--- src/rtl/mmio_io_pkg.sv ---
// Register map constants for the board-I/O MMIO window.
// Shared by mmio_io_ctrl; the optional IRQ_MASK register is enabled by MMIO_IO_IRQ_EN.
package mmio_io_pkg;

   localparam int OFFS_SW        = 'h00;
   localparam int OFFS_BTN_LEVEL = 'h10;
   localparam int OFFS_BTN_PRESS = 'h14;
   localparam int OFFS_IRQ_MASK  = 'h18;
   localparam int OFFS_LED       = 'h20;
   localparam int BANK_STRIDE    = 4;

   // Byte offset to 32-bit word index.
   function automatic int word_of(input int byte_offs);
      return byte_offs / BANK_STRIDE;
   endfunction

endpackage

--- src/rtl/io_debounce.sv ---
// One button channel: 2-flop synchroniser, stability counter and debounced level.
// rise is combinational and marks the edge at which the level goes 0->1.
module io_debounce #(
   parameter int DEBOUNCE_CYCLES = 16
) (
   input  logic clk,
   input  logic reset,
   input  logic pin,
   output logic level,
   output logic rise
);

   localparam int            CW       = $clog2(DEBOUNCE_CYCLES + 1);
   localparam logic [CW-1:0] CNT_LAST = CW'(DEBOUNCE_CYCLES - 1);

   logic          sync1_reg;
   logic          sync2_reg;
   logic          level_reg;
   logic [CW-1:0] cnt_reg;
   logic          differ;
   logic          expire;

   assign differ = sync2_reg != level_reg;
   // The level flips on the edge where the counter would reach DEBOUNCE_CYCLES.
   assign expire = differ && (cnt_reg == CNT_LAST);

   always_ff @(posedge clk or negedge reset) begin
      if (!reset) begin
         sync1_reg <= 1'b0;
         sync2_reg <= 1'b0;
         level_reg <= 1'b0;
         cnt_reg   <= '0;
      end else begin
         sync1_reg <= pin;
         sync2_reg <= sync1_reg;
         if (!differ || expire)
            cnt_reg <= '0;
         else
            cnt_reg <= cnt_reg + CW'(1);
         if (expire)
            level_reg <= ~level_reg;
      end
   end

   assign level = level_reg;
   assign rise  = expire && !level_reg;

endmodule

--- src/rtl/mmio_io_ctrl.sv ---
// MMIO board-I/O controller: synchronised switches, debounced buttons with sticky press flags, LED banks.
// Define MMIO_IO_IRQ_EN to add the IRQ_MASK register and the irq output.
module mmio_io_ctrl
   import mmio_io_pkg::*;
#(
   parameter int NUM_SW_BANKS    = 1,
   parameter int NUM_BTN         = 1,
   parameter int NUM_LED_BANKS   = 1,
   parameter int DEBOUNCE_CYCLES = 16,
   parameter int OFFS_W          = 6
) (
   input  logic                       clk,
   input  logic                       reset,
   input  logic [8*NUM_SW_BANKS-1:0]  Switch,
   input  logic [NUM_BTN-1:0]         Button,
   output logic [8*NUM_LED_BANKS-1:0] Led,
   input  logic [OFFS_W-1:0]          offs,
   input  logic                       we,
   input  logic [31:0]                wdata,
   input  logic                       re,
   output logic [31:0]                rdata,
   output logic                       rvalid
`ifdef MMIO_IO_IRQ_EN
   ,
   output logic                       irq
`endif
);

   logic [8*NUM_SW_BANKS-1:0]       sw_sync1_reg;
   logic [8*NUM_SW_BANKS-1:0]       sw_sync2_reg;
   logic [NUM_BTN-1:0]              btn_level;
   logic [NUM_BTN-1:0]              btn_rise;
   logic [NUM_BTN-1:0]              press_reg;
   logic [NUM_BTN-1:0]              w1c;
   logic [NUM_LED_BANKS-1:0][7:0]   led_reg;
   logic [OFFS_W-3:0]               word_addr;
   int                              word_idx;
   logic [31:0]                     rd_mux;
   logic [31:0]                     rd_data_reg;
   logic [31:0]                     rdata_reg;
   logic                            rd_pend_reg;
   logic                            rvalid_reg;
   logic                            unused_bits;

   assign word_addr   = offs[OFFS_W-1:2];
   assign word_idx    = int'(word_addr);
   assign unused_bits = ^{offs[1:0], wdata[31:8]};

   for (genvar gi = 0; gi < NUM_BTN; gi++) begin : g_btn
      io_debounce #(
         .DEBOUNCE_CYCLES(DEBOUNCE_CYCLES)
      ) u_debounce (
         .clk  (clk),
         .reset(reset),
         .pin  (Button[gi]),
         .level(btn_level[gi]),
         .rise (btn_rise[gi])
      );
   end

   assign w1c = (we && word_idx == word_of(OFFS_BTN_PRESS)) ? wdata[NUM_BTN-1:0] : '0;

   always_ff @(posedge clk or negedge reset) begin
      if (!reset) begin
         sw_sync1_reg <= '0;
         sw_sync2_reg <= '0;
         press_reg    <= '0;
         led_reg      <= '0;
      end else begin
         sw_sync1_reg <= Switch;
         sw_sync2_reg <= sw_sync1_reg;
         // A rise on the same edge as its W1C keeps the flag set.
         press_reg    <= (press_reg & ~w1c) | btn_rise;
         for (int i = 0; i < NUM_LED_BANKS; i++) begin
            if (we && word_idx == word_of(OFFS_LED) + i)
               led_reg[i] <= wdata[7:0];
         end
      end
   end

   assign Led = led_reg;

`ifdef MMIO_IO_IRQ_EN
   logic [NUM_BTN-1:0] mask_reg;
   logic               irq_reg;

   always_ff @(posedge clk or negedge reset) begin
      if (!reset) begin
         mask_reg <= '0;
         irq_reg  <= 1'b0;
      end else begin
         if (we && word_idx == word_of(OFFS_IRQ_MASK))
            mask_reg <= wdata[NUM_BTN-1:0];
         irq_reg <= |(press_reg & mask_reg);
      end
   end

   assign irq = irq_reg;
`endif

   // Read mux sees pre-write state, so a simultaneous write/read returns the old value.
   always_comb begin
      rd_mux = '0;
      for (int i = 0; i < NUM_SW_BANKS; i++) begin
         if (word_idx == word_of(OFFS_SW) + i)
            rd_mux[7:0] = sw_sync2_reg[8*i +: 8];
      end
      for (int i = 0; i < NUM_LED_BANKS; i++) begin
         if (word_idx == word_of(OFFS_LED) + i)
            rd_mux[7:0] = led_reg[i];
      end
      if (word_idx == word_of(OFFS_BTN_LEVEL))
         rd_mux[NUM_BTN-1:0] = btn_level;
      if (word_idx == word_of(OFFS_BTN_PRESS))
         rd_mux[NUM_BTN-1:0] = press_reg;
`ifdef MMIO_IO_IRQ_EN
      if (word_idx == word_of(OFFS_IRQ_MASK))
         rd_mux[NUM_BTN-1:0] = mask_reg;
`endif
   end

   always_ff @(posedge clk or negedge reset) begin
      if (!reset) begin
         rd_pend_reg <= 1'b0;
         rd_data_reg <= '0;
         rvalid_reg  <= 1'b0;
         rdata_reg   <= '0;
      end else begin
         rd_pend_reg <= re;
         if (re)
            rd_data_reg <= rd_mux;
         rvalid_reg <= rd_pend_reg;
         if (rd_pend_reg)
            rdata_reg <= rd_data_reg;
      end
   end

   assign rdata  = rdata_reg;
   assign rvalid = rvalid_reg;

endmodule

--- config.mk ---
export PLATFORM = sky130hd
export DESIGN_NAME = mmio_io_ctrl
export DESIGN_NICKNAME = d
export VERILOG_FILES = /design/src/rtl/mmio_io_pkg.sv /design/src/rtl/io_debounce.sv /design/src/rtl/mmio_io_ctrl.sv
export SDC_FILE = /design/constraint.sdc
export NUM_CORES = 1
export LEC_CHECK = 0
export BUFFER_PORTS_ARGS = -buffer_cell sky130_fd_sc_hd__buf_2
export CORE_UTILIZATION = 42
export DETAILED_ROUTE_END_ITERATION = 6
export MAX_ROUTING_LAYER = met4
export PLACE_DENSITY = 0.78
export SLEW_MARGIN = 20
export SYNTH_ARGS = -nofsm -noshare
export SYNTH_HDL_FRONTEND = slang
export SYNTH_SLANG_ARGS = --single-unit
--- constraint.sdc ---
create_clock -name clk -period 1.4 [get_ports clk]
set_input_delay 0.07 -clock clk [delete_from_list [all_inputs] [get_ports clk]]
set_output_delay 0.07 -clock clk [all_outputs]
set_load 0.05 [all_outputs]
---- Yosys cells after proc, flatten, opt, wreduce, memory -nomap -nowiden ----
Cells that the tools add are included.
word-level totals
  output and inout bits ................... 41
  bits in read-only memories .............. 0
  word-level logic and storage cells ...... 36
  bits in registers ....................... 51
  memories ................................ 0
  bits in writable memories ............... 0
  latch bits .............................. 0
cells by class
  bitwise logic cells ..................... 4
  equality and inequality tests ........... 5
  add/subtract/negate cells ............... 1
  order comparisons ....................... 0
  mux-type cells .......................... 6
  divide/modulo/power cells ............... 0
  shifts and indexed selects .............. 0
  multipliers ............................. 0
  reductions and logical operators ........ 8
operator list
  cell                 number
  $logic_not 32->1     1
  $mux 8               2
  $eq 4x4->1 const B   3
  $add 5x1->5 const B  1
  $eq 5x4->1 const B   1
  $mux 5               1
  $logic_and 1x1->1    4
  $mux 1               3
  $logic_not 1->1      2
  $not 1->1            2
  $and 1x1->1          1
  $logic_or 1x1->1     1
  $ne 1x1->1           1
  $or 1x1->1           1

---- Depth between registers and ports, before layout ----
Gate-level depths: netlist of run 1.
  depth after elaboration ................. 6
  gate-level depth with buffers ........... 5
  mapped depth without buffers ............ 5

---- By module ----
Synthesis of run 1 repeated with hierarchy kept, for this count alone.
unflattened totals
  cell total of the unflattened synthesis .. 154
  area total of the unflattened synthesis .. 2099.5 sq um
by module, submodules not included
  module        area each (sq um)  instances  cells an instance
  mmio_io_ctrl  1774.2             1          128
  io_debounce   325.3              1          26

---- Worst setup path before layout of run 1 ----
No wires, ideal clock.
  path kind ............................... register to register
  from .................................... register g_btn[0].u_debounce.cnt_reg[0]
  to ...................................... register g_btn[0].u_debounce.cnt_reg[2]
  data required time ...................... 1.328 ns
  clock period less this slack ............ 1.305 ns
  library setup time ...................... 0.072 ns
  cell stages (with the launch flop) ...... 6
  data arrival time ....................... 1.233 ns
  setup slack ............................. 0.095 ns
  cell sequence ........................... dfrtp_1 > ha_1 > and3_1 > ha_1 > nand2b_1 > nor2_1
on the way
  longest elaborated chain between the ends .. 4
  elaborated cells between the ends (all ways) .. 5
  classes of those cells .................. add/sub: 1; eq/ne: 1; mux: 1; reduce/logical: 2
RTL lines
  element                                                              RTL line           text
  start, declared                                                      io_debounce.sv:19  logic [CW-1:0] cnt_reg;
  start signal, assigned                                               io_debounce.sv:39  cnt_reg <= cnt_reg + CW'(1);
  parallel branches: the longest is 3 deep, another holds $add 5x1->5  n/a
  $mux 5 *                                                             io_debounce.sv:36  if (!differ || expire)
Mark *: on every way between the ends.
A chain may end at the register's enable or synchronous reset.

---- Worst setup path after layout of run 1 ----
Same ends and word-level chain as after synthesis.

==> metrics.md, run 1 <==
| Metric | Value |
|---|---|
| Run status | `finished, final reports clean` |
| Finished Cell Area | `2550 sq um` |
| Area leader, netlist | `dfrtp_1` |
| Cell mode on critical path | `ha_2` |
| WHS Endpoint | `Led[2]` |
| Place WS | `-0.00522 ns` |
| Fin crit share | `a little over nine tenths` |
| Post-synth top area share | `61.0%` |
| Final #Nets | `between 200 and 300` |
| Cell with the most instances after synthesis | `dfrtp_1` |
| Die Area | `5270 sq um` |
| Largest cells by area after synthesis | `dfrtp_1 (61%), buf_4 (8.6%), mux2_2 (8.1%)` |
| Yosys warns | `0` |
| Skew final | `approximately 0.0072 ns` |
| Met3 Routed Length | `between 150 and 200 microns` |
| Slowest cell delay on critical path | `just over 0.4 ns` |
| Post-route ant nets | `0` |
| Worst skew pair latency | `~0.29 ns` |
| Slew Limit Fails | `0` |
| Worst IR Drop VDD | `~560 uV` |
| Fmax | `749 MHz` |
| Critical-path cell list | `ha_2, and3_1, ha_2, nand2b_4, nor2_4` |
| FF-to-FF End | `g_btn[0].u_debounce.cnt_reg[2]` |
| Starting density of the core | `44.0%` |
| Hold Startpoint | `wdata[2]` |
| Yosys cell types | `26` |
| CTS clk-pin slew, worst paths | `0.09 ns` |
| Met2 wire len | `between 1500 and 2000 microns` |
| Worst EP arrival | `between 1.5 and 2 ns` |
| First-pass GRT wire length | `a little over 5000 microns` |
| Critical-path top delay cell | `dfrtp_1` |
| Async S/R FF share, synth | `between 90% and 100%` |
| CP Max Fanout | `5` |
| Final Wtd Congestion | `0.832` |
| Flops & latches, synth | `between 50 and 60` |
| Wl on met1 | `~1300 microns` |
| Largest net degree at the start of global routing | `52` |
| Sequential area share after synthesis | `between 60 and 70%` |
| Fraction of layout cells with a size suffix above 1 | `a little under two fifths` |
| Hold Path Class | `in2reg` |
| I/O pin count | `a little over 90` |
| Vias/cell | `about 4.2` |
| GR Overflow Total | `0` |
| Prevailing post-synth register cell | `dfrtp_1` |
| Clock buffer depth | `2` |
| RSZ-0062 raised after global routing | `false` |
| Crit. End Element | `flip-flop` |
| Post-Route WL | `around 3200 microns` |
| Power density over the cells | `between 1000 and 1500 nW/um^2` |
| Vias | `between 1000 and 1500` |
| # setup viols final | `0` |
| Initial DRC count | `68` |
| Antenna diodes | `0` |
| Mapped cell area | `2090 sq um` |
| Wire per inst | `between 10 and 15 microns` |
| Post-Syn Area per Cell | `roughly 13 sq um` |
| LEAKAGE | `1.27 nW` |
| Post-DP HPWL | `between 2000 and 2500 microns` |
| Hold Crit Depth | `2` |
| Core Region | `approximately 4800 sq um` |
| WS Path Type | `reg2reg` |
| Filler Cell Count | `between 400 and 500` |
| Dpl cell area | `between 2000 and 2500 sq um` |
| CTS H-tree lvls | `2` |
| Reg2reg path depth | `5` |
| CTS tree | `done` |
| GRT Resource Usage Total | `between 10% and 20%` |
| Die span in x | `about 73 microns` |
| Synth-to-layout area growth | `22.1%` |
| Syn Inst Count | `between 150 and 200` |
| Fin. Hold Viols | `0` |
| Top cells by count, synth | `dfrtp_1 (51), buf_4 (24), mux2_2 (15)` |
| MaxCap Viol Count | `0` |
| Total Power | `0.00327 W` |
| Initial antenna violation count | `0` |
| Uppermost layer routed | `met4` |
| R2R Setup Slk | `roughly 0.065 ns` |
| Required @ worst endpoint | `between 1.5 and 2 ns` |
| 1st-pass router iterations | `4` |
| Worst setup SP type | `flip-flop` |
| Root buf cell | `clkbuf_8` |
| Final WS setup | `about 0.065 ns` |
| I/O Buffers | `41` |
| Min Clock Period, post-route | `1.34 ns` |
| R2R Path Start | `g_btn[0].u_debounce.cnt_reg[0]` |
| FP Rows | `25` |
| TritonCTS Sinks | `a little over 50` |
| DRC viols | `0` |
| Die Ht | `just over 70 microns` |
| Post-synth EDFFs | `0` |
| Total CTS buffers | `5` |
| Vias in the first global route | `~1100` |
[cells in the final DEF (no fill, tap or decap), types with 2 or more instances in the layout]
master,instances
mux2_2,15
clkbuf_8,6
mux2_4,8
dfrtp_1,51
o21ai_0,11
dlygate4sd3_1,15
ha_2,2
nand2_1,3
inv_1,12
nand3_1,8
nor2_1,4
buf_4,2
buf_2,41
xor2_1,2
conb_1,24
[per-layer routing]
metal	vias up	global-route usage (%)
li1	591	-
met2	45	21.2
met3	6	3.31
met5	-	-
met1	559	16.1
met4	0	6.32
[worst max-delay path: cells and delay by family (launching register included)]
kind | cells | cell delay (ns)
AND/OR/NAND/NOR | 3 | 0.47
flip-flops | 1 | 0.41
adder cells (fa/ha/maj) | 2 | 0.39
[worst max path at each step]
stage                                   startpoint                        endpoint  slack (ns)  cells past startpoint
detailed placement  g_btn[0].u_debounce.cnt_reg[0]  g_btn[0].u_debounce.cnt_reg[2]      -0.005                      5
global placement    g_btn[0].u_debounce.cnt_reg[0]  g_btn[0].u_debounce.cnt_reg[3]        0.02                      5
floorplan           g_btn[0].u_debounce.cnt_reg[0]  g_btn[0].u_debounce.cnt_reg[2]        0.09                      5
CTS                 g_btn[0].u_debounce.cnt_reg[0]  g_btn[0].u_debounce.cnt_reg[2]        0.01                      5
finish              g_btn[0].u_debounce.cnt_reg[0]  g_btn[0].u_debounce.cnt_reg[2]        0.06                      5
global route        g_btn[0].u_debounce.cnt_reg[0]  g_btn[0].u_debounce.cnt_reg[2]       0.006                      5
[stage by stage]
stage / hold slack, ns / TNS, ns / cells / utilization, %
2_1_floorplan: -0.226 / 0 / 181 / -
3_3_place_gp: 0.0777 / 0 / 262 / 47.9
3_5_place_dp: 0.0789 / -0.00522 / 262 / 47.9
4_1_cts: 0.00154 / 0 / 284 / 53.1
5_1_grt: 0.00276 / 0 / 286 / 53.7
6_report: 0.0147 / 0 / 286 / 53.7
[timing repair]
item / CTS / global route
setup buffers: 0 / 1
gates cloned: 0 / 0
hold buffers: 14 / 1
hold endpoints to repair: 64 / 1
gates resized for setup: 3 / 4
endpoints found under the setup margin: 5 / 5
[layout make-up]
class / instances / area [sq um] / area share [%]
clock inverters: 1 / 8.76 / 0.343
well taps: 67 / 83.8 / 3.28
inverters: 12 / 45.0 / 1.76
repair buffers: 59 / 390 / 15.3
multi-input cells: 89 / 664 / 26.0
flip-flops and latches: 51 / 1280 / 50.0
clock buffers: 7 / 86.3 / 3.38
[kinds of logic (layout without fill, tap and decap cells)]
logic type / after synthesis / in the layout / share of synthesized area, %
AO/OA/AOI/OAI: 14 / 14 / 3.83
flip-flops: 51 / 51 / 61.0
AND/OR/NAND/NOR: 23 / 23 / 6.28
adder cells (fa/ha/maj): 2 / 2 / 1.20
XOR/XNOR: 3 / 3 / 1.26
other: 1 / 24 / 0.179
multiplexers: 23 / 23 / 13.8
buffers and inverters: 41 / 79 / 12.5
[power by group]
group          switching, W  total, W  internal (W)
Combinational      0.000521  0.000760      0.000239
Clock              0.000441  0.000846      0.000405
Sequential        0.0000741   0.00166       0.00159
Power figures use the tool's default switching activity.
==> run 2: changes to the inputs <==
Settings changed: CORE_UTILIZATION 42 to 47, PLACE_DENSITY 0.78 to 0.82.
Clock period 1.4 ns to 1.34 ns, I/O delays scaled along.
==> metrics.md, run 2 (synthesis results as in run 1) <==
| Metric | Value |
|---|---|
| Largest net degree at the start of global routing | `52 (unchanged)` |
| Delay-heaviest family, CP | `simple AND/OR/NAND/NOR gates` |
| Layout Utilization | `60.6% (+6.9 points)` |
| Setup TNS | `0 ns (unchanged)` |
| Power density over the cells | `1330 nW/um^2 (+3.9%)` |
| Worst IR Drop VDD | `546 uV (-2.9%)` |
| Die span in x | `68.7 microns (-5.3%)` |
| Vias | `1233 (+2.7%)` |
| Buf/Inv on CP | `0 (unchanged)` |
| FP Rows | `23 (-8.0%)` |
| Final non-filler cell total | `268 (-6.3%)` |
| Crit. End Element | `flip-flop` |
| Postcts setup bufs | `0 (unchanged)` |
| RSZ-0062 raised after global routing | `false` |
| TritonCTS Sinks | `51 (unchanged)` |
| Fmax | `793 MHz (+5.9%)` |
| Wire per inst | `12.7 microns (+14%)` |
| Worst skew pair latency | `0.30 ns (about the same)` |
| Dpl cell area | `2270 sq um (-0.27%)` |
| Antenna diodes | `0 (unchanged)` |
| Post-route ant nets | `0 (unchanged)` |
| Run status | `finished, final reports clean` |
| Reg power frac | `52.1% (+1.2 points)` |
| Post-Route WL | `3420 microns (+6.9%)` |
| Initial DRC count | `76 (+12%)` |
| First-pass GRT wire length | `5450 microns (+6.1%)` |
| GR Overflow Total | `0 (unchanged)` |
| Fin. Hold Viols | `0 (unchanged)` |
| Vias/cell | `4.60 (+9.6%)` |
| Final Wtd Congestion | `0.742 (-11%)` |
| Gate power share | `23.9% (+0.6 points)` |
| Clock power frac | `24.0% (-1.9 points)` |
| Synth-to-layout area growth | `20.0%` |
| Hold Path Class | `in2reg` |
| Root buf cell | `clkbuf_8` |
| Switch share | `32.3% (+0.61 points)` |
| CP Max Fanout | `5 (unchanged)` |
| Internal | `0.00226 W (+1.2%)` |
| I/O Buffers | `41 (unchanged)` |
| Slowest cell delay on critical path | `0.39 ns (-0.02 ns)` |
| Cell mode on critical path | `ha_2` |
| Placed cells | `247 (-5.7%)` |
| Fin crit share | `94.0% (-1.3 points)` |
| Worst setup SP type | `flip-flop` |
| MaxCap Viol Count | `0 (unchanged)` |
| Starting density of the core | `50.5% (+6.5 points)` |
| Initial antenna violation count | `0 (unchanged)` |
| CTS H-tree lvls | `2 (unchanged)` |
| Required @ worst endpoint | `1.58 ns (-0.05 ns)` |
| I/O pin count | `92 (unchanged)` |
| Min Clock Period, post-route | `1.26 ns (-0.0749 ns)` |
| Critical-path cell list | `ha_2, and3_1, ha_2, nand2b_4, nor2_1` |
| Post-DP HPWL | `2330 microns (+8.0%)` |
| # setup viols final | `0 (unchanged)` |
| Total CTS buffers | `5 (unchanged)` |
| Psw | `0.00108 W (+4.0%)` |
| Commonest non-fill, non-tap cell in the layout | `dfrtp_1` |
| Multi-input gate area | `657 sq um (-1.1%)` |
| Total Power | `0.00334 W (+2.1%)` |
| Final #Nets | `272 (+0.37%)` |
| Finished Cell Area | `2510 sq um (-1.7%)` |
| Skew final | `0.00601 ns (-0.00116 ns)` |
| GRT Resource Usage Total | `17.1% (+3.7 points)` |
| Most frequent cells in the layout | `dfrtp_1 (51), buf_2 (41), conb_1 (24)` |
| Slew Limit Fails | `0 (unchanged)` |
| Worst EP arrival | `1.50 ns (-0.07 ns)` |
| WS Path Type | `reg2reg` |
| CTS clk-pin slew, worst paths | `0.08 ns (about the same)` |
| Core Region | `4140 sq um (-13%)` |
| Critical-path top delay cell | `dfrtp_1` |
| Die Area | `4720 sq um (-10%)` |
| LEAKAGE | `1.26 nW (-0.53%)` |
| Filler Cell Count | `340 (-22%)` |
| Clock buffer depth | `2 (unchanged)` |
| Vias in the first global route | `1248 (+9.0%)` |
| Die Ht | `68.7 microns (-5.3%)` |
| Fraction of layout cells with a size suffix above 1 | `36.2% (-0.75 points)` |
| Sequential cell area | `1280 sq um (unchanged)` |
| CTS tree | `done` |
| 1st-pass router iterations | `4 (unchanged)` |
| DRC viols | `0 (unchanged)` |
run 2: changes by cell type in the layout (fill, tap and decap cells not counted):
cell	previous run	this run
buf_4	2	3
clkinv_4	1	0
nor2_4	1	0
clkbuf_8	6	5
nor2_1	4	5
run 2: worst paths after layout:
path	from	to	slack [ns]	cells after the start
min in group asynchronous	reset	rdata[6]	0.29	3
worst min register to register	sw_sync1_reg[7]	sw_sync2_reg[7]	0.35	0
max in group asynchronous	reset	rdata[4]	0.83	3
worst max-delay path	g_btn[0].u_debounce.cnt_reg[0]	g_btn[0].u_debounce.cnt_reg[4]	0.08	5
worst min-delay path	wdata[4]	Led[4]	0.01	2
worst max register to register	g_btn[0].u_debounce.cnt_reg[0]	g_btn[0].u_debounce.cnt_reg[4]	0.08	5
run 2: cell type report:
type	instances	share of cell area [%]
clock buffers	6	2.89
inverters	12	1.79
multi-input cells	89	26.2
flip-flops and latches	51	50.8
well taps	50	2.49
repair buffers	60	15.8
run 2: metal layers:
| metal | global-route usage (%) | wire length (microns) | share of wire (%) |
|---|---|---|---|
| met1 | 18.4 | 1470 | 43 |
| met2 | 28.2 | 1650 | 48 |
| met3 | 5.76 | 226 | 6.6 |
| met4 | 8.42 | 70 | 2.0 |
| met5 | - | 0 | 0 |
run 2: through the flow:
stage / setup slack [ns] / hold slack [ns]
detailed placement: -0.0398 / 0.0719
global placement: -0.0135 / 0.0737
floorplan: 0.0348 / -0.229
finish: 0.0797 / 0.0137
global route: 0.0140 / 0.00782
CTS: 0.0142 / 0.000254
run 2: repair_timing:
action,in CTS,in global routing
hold buffers,14,1
endpoints found under the hold margin,64,1
pin swaps,0,1
resized for setup,2,3
setup endpoints to repair,5,6
run 2: power groups by stage:
stage	Sequential (W)	Clock [W]	Combinational, W
after floorplan	0.00199	0	0.000393
final	0.00174	0.000802	0.000797
after CTS	0.00174	0.000823	0.000796
after global routing	0.00176	0.000891	0.000851
after global placement	0.00177	0	0.000750
after detailed placement	0.00177	0	0.000761
==> run 3: changes to the inputs <==
Settings changed: SETUP_SLACK_MARGIN set to 0.15.
==> metrics.md, run 3 (synthesis results as in run 1) <==
| Metric | Value |
|---|---|
| Vias in the first global route | `1176 (-5.8%)` |
| 1st-pass router iterations | `4 (unchanged)` |
| I/O Buffers | `41 (unchanged)` |
| Fmax | `787 MHz (-0.76%)` |
| Fraction of layout cells with a size suffix above 1 | `38.1% (+1.9 points)` |
| I/O pin count | `92 (unchanged)` |
| Hold slack | `0.0384 ns (+0.0246 ns)` |
| Met3 Use GR | `5.43% (-0.33 points)` |
| Hold Path Class | `in2reg` |
| Min Clock Period, post-route | `1.27 ns (+0.00970 ns)` |
| Worst skew pair latency | `0.31 ns (about the same)` |
| Fin crit share | `94.8% (+0.72 points)` |
| Post-Route WL | `3650 microns (+6.9%)` |
| Filler Cell Count | `326 (-4.1%)` |
| WS Path Type | `reg2reg` |
| Final Wtd Congestion | `0.780 (+5.1%)` |
| Met1 usage | `20.7% (+2.3 points)` |
| Core Region | `4140 sq um (unchanged)` |
| Commonest non-fill, non-tap cell in the layout | `dfrtp_1` |
| Gr busiest metal | `met2` |
| CTS H-tree lvls | `2 (unchanged)` |
| DRC viols | `0 (unchanged)` |
| Clock buffer depth | `2 (unchanged)` |
| Slew Limit Fails | `0 (unchanged)` |
| Post-DP HPWL | `2380 microns (+2.0%)` |
| Initial DRC count | `106 (+39%)` |
| Worst setup SP type | `flip-flop` |
| Run status | `finished, final reports clean` |
| Fin. Hold Viols | `0 (unchanged)` |
| Required @ worst endpoint | `1.58 ns (about the same)` |
| Wire per inst | `13.4 microns (+4.9%)` |
| Synth-to-layout area growth | `23.8%` |
| GR Overflow Total | `0 (unchanged)` |
| Setup TNS | `0 ns (unchanged)` |
| Crit. End Element | `flip-flop` |
| Worst EP arrival | `1.51 ns (about the same)` |
| Largest net degree at the start of global routing | `37 (-29%)` |
| Initial antenna violation count | `0 (unchanged)` |
| Total CTS buffers | `5 (unchanged)` |
| M2 GR Usage | `30.4% (+2.2 points)` |
| Die Area | `4720 sq um (unchanged)` |
| CTS clk-pin slew, worst paths | `0.09 ns (about the same)` |
| CP Max Fanout | `5 (unchanged)` |
| Root buf cell | `clkbuf_8` |
| LEAKAGE | `1.28 nW (+1.3%)` |
| CTS tree | `done` |
| Vias | `1268 (+2.8%)` |
| Final #Nets | `275 (+1.1%)` |
| GRT Resource Usage Total | `18.4% (+1.4 points)` |
| Post-route ant nets | `0 (unchanged)` |
| FP Rows | `23 (unchanged)` |
| First-pass GRT wire length | `5750 microns (+5.6%)` |
| Skew final | `0.00864 ns (+0.00263 ns)` |
| Die span in x | `68.7 microns (unchanged)` |
| Vias/cell | `4.64 (+0.96%)` |
| TritonCTS Sinks | `51 (unchanged)` |
| Starting density of the core | `50.5% (unchanged)` |
| Worst IR Drop VDD | `648 uV (+19%)` |
| MaxCap Viol Count | `0 (unchanged)` |
| Antenna diodes | `0 (unchanged)` |
| Power density over the cells | `1320 nW/um^2 (-0.94%)` |
| Most frequent cells in the layout | `dfrtp_1 (51), buf_2 (41), conb_1 (24)` |
| # setup viols final | `0 (unchanged)` |
| Die Ht | `68.7 microns (unchanged)` |
| RSZ-0062 raised after global routing | `true` |
[run 3: where the power goes]
part           total (W)  leakage, nW  switching [W]  internal [W]
Clock           0.000850       0.0412       0.000484      0.000365
Sequential       0.00174        0.644      0.0000848       0.00166
Combinational   0.000818        0.595       0.000560      0.000258
Total            0.00341         1.28        0.00113       0.00228
[run 3: final cells by class]
| cell class | count | area (sq um) | share of cell area, % |
|---|---|---|---|
| clock inverter | 2 | 12.5 | 0.483 |
| inverter | 12 | 45.0 | 1.74 |
| timing repair buffer | 63 | 428 | 16.5 |
| clock buffer | 6 | 72.6 | 2.80 |
| sequential | 51 | 1280 | 49.3 |
| tap | 50 | 62.6 | 2.41 |
| multi-input combinational | 89 | 694 | 26.8 |
[run 3: repair_timing]
item / in CTS / in global routing
hold endpoints to repair: 32 / 0
hold buffers: 18 / 0
pin swaps: 4 / 4
buffers inserted: 2 / 0
endpoints found under the setup margin: 7 / 7
gates resized for setup: 5 / 4
[run 3: critical path, cell delays in order (launching register included)]
cell and delay (ns):
dfrtp_1 0.39, ha_2 0.19, and3_4 0.18, ha_4 0.15, nand2b_4 0.19, nor2_1 0.10
[run 3: final timing paths]
path                                                   to                      startpoint  depth (start not counted)  slack (ns)
setup / recovery           g_btn[0].u_debounce.cnt_reg[1]  g_btn[0].u_debounce.cnt_reg[1]                          5        0.07
hold / removal                                rd_pend_reg                              re                          1        0.04
setup reg to reg           g_btn[0].u_debounce.cnt_reg[1]  g_btn[0].u_debounce.cnt_reg[1]                          5        0.07
hold reg to reg                           sw_sync2_reg[7]                 sw_sync1_reg[7]                          0        0.34
max in group asynchronous  g_btn[0].u_debounce.cnt_reg[0]                           reset                          3        0.63
min in group asynchronous                        rdata[7]                           reset                          2        0.20
[run 3: metal layers]
layer | vias to the layer above | part of all wire, %
met1 | 619 | 41
met3 | 6 | 5.2
met5 | - | 0
met4 | 0 | 1.3
li1 | 594 | -
met2 | 49 | 52
[run 3: through the flow]
stage                     std cells  cell area [sq um]  power, W  setup WS [ns]  utilization (%)
final                           273               2590   0.00341         0.0700             62.5
after global routing            273               2590   0.00359         0.0251             62.5
after CTS                       273               2570   0.00343         0.0862             62.1
after detailed placement        245               2270   0.00254         0.0654             54.8
after global placement          245               2270   0.00251          0.109             54.8
after floorplan                 181               2190   0.00239          0.157                -
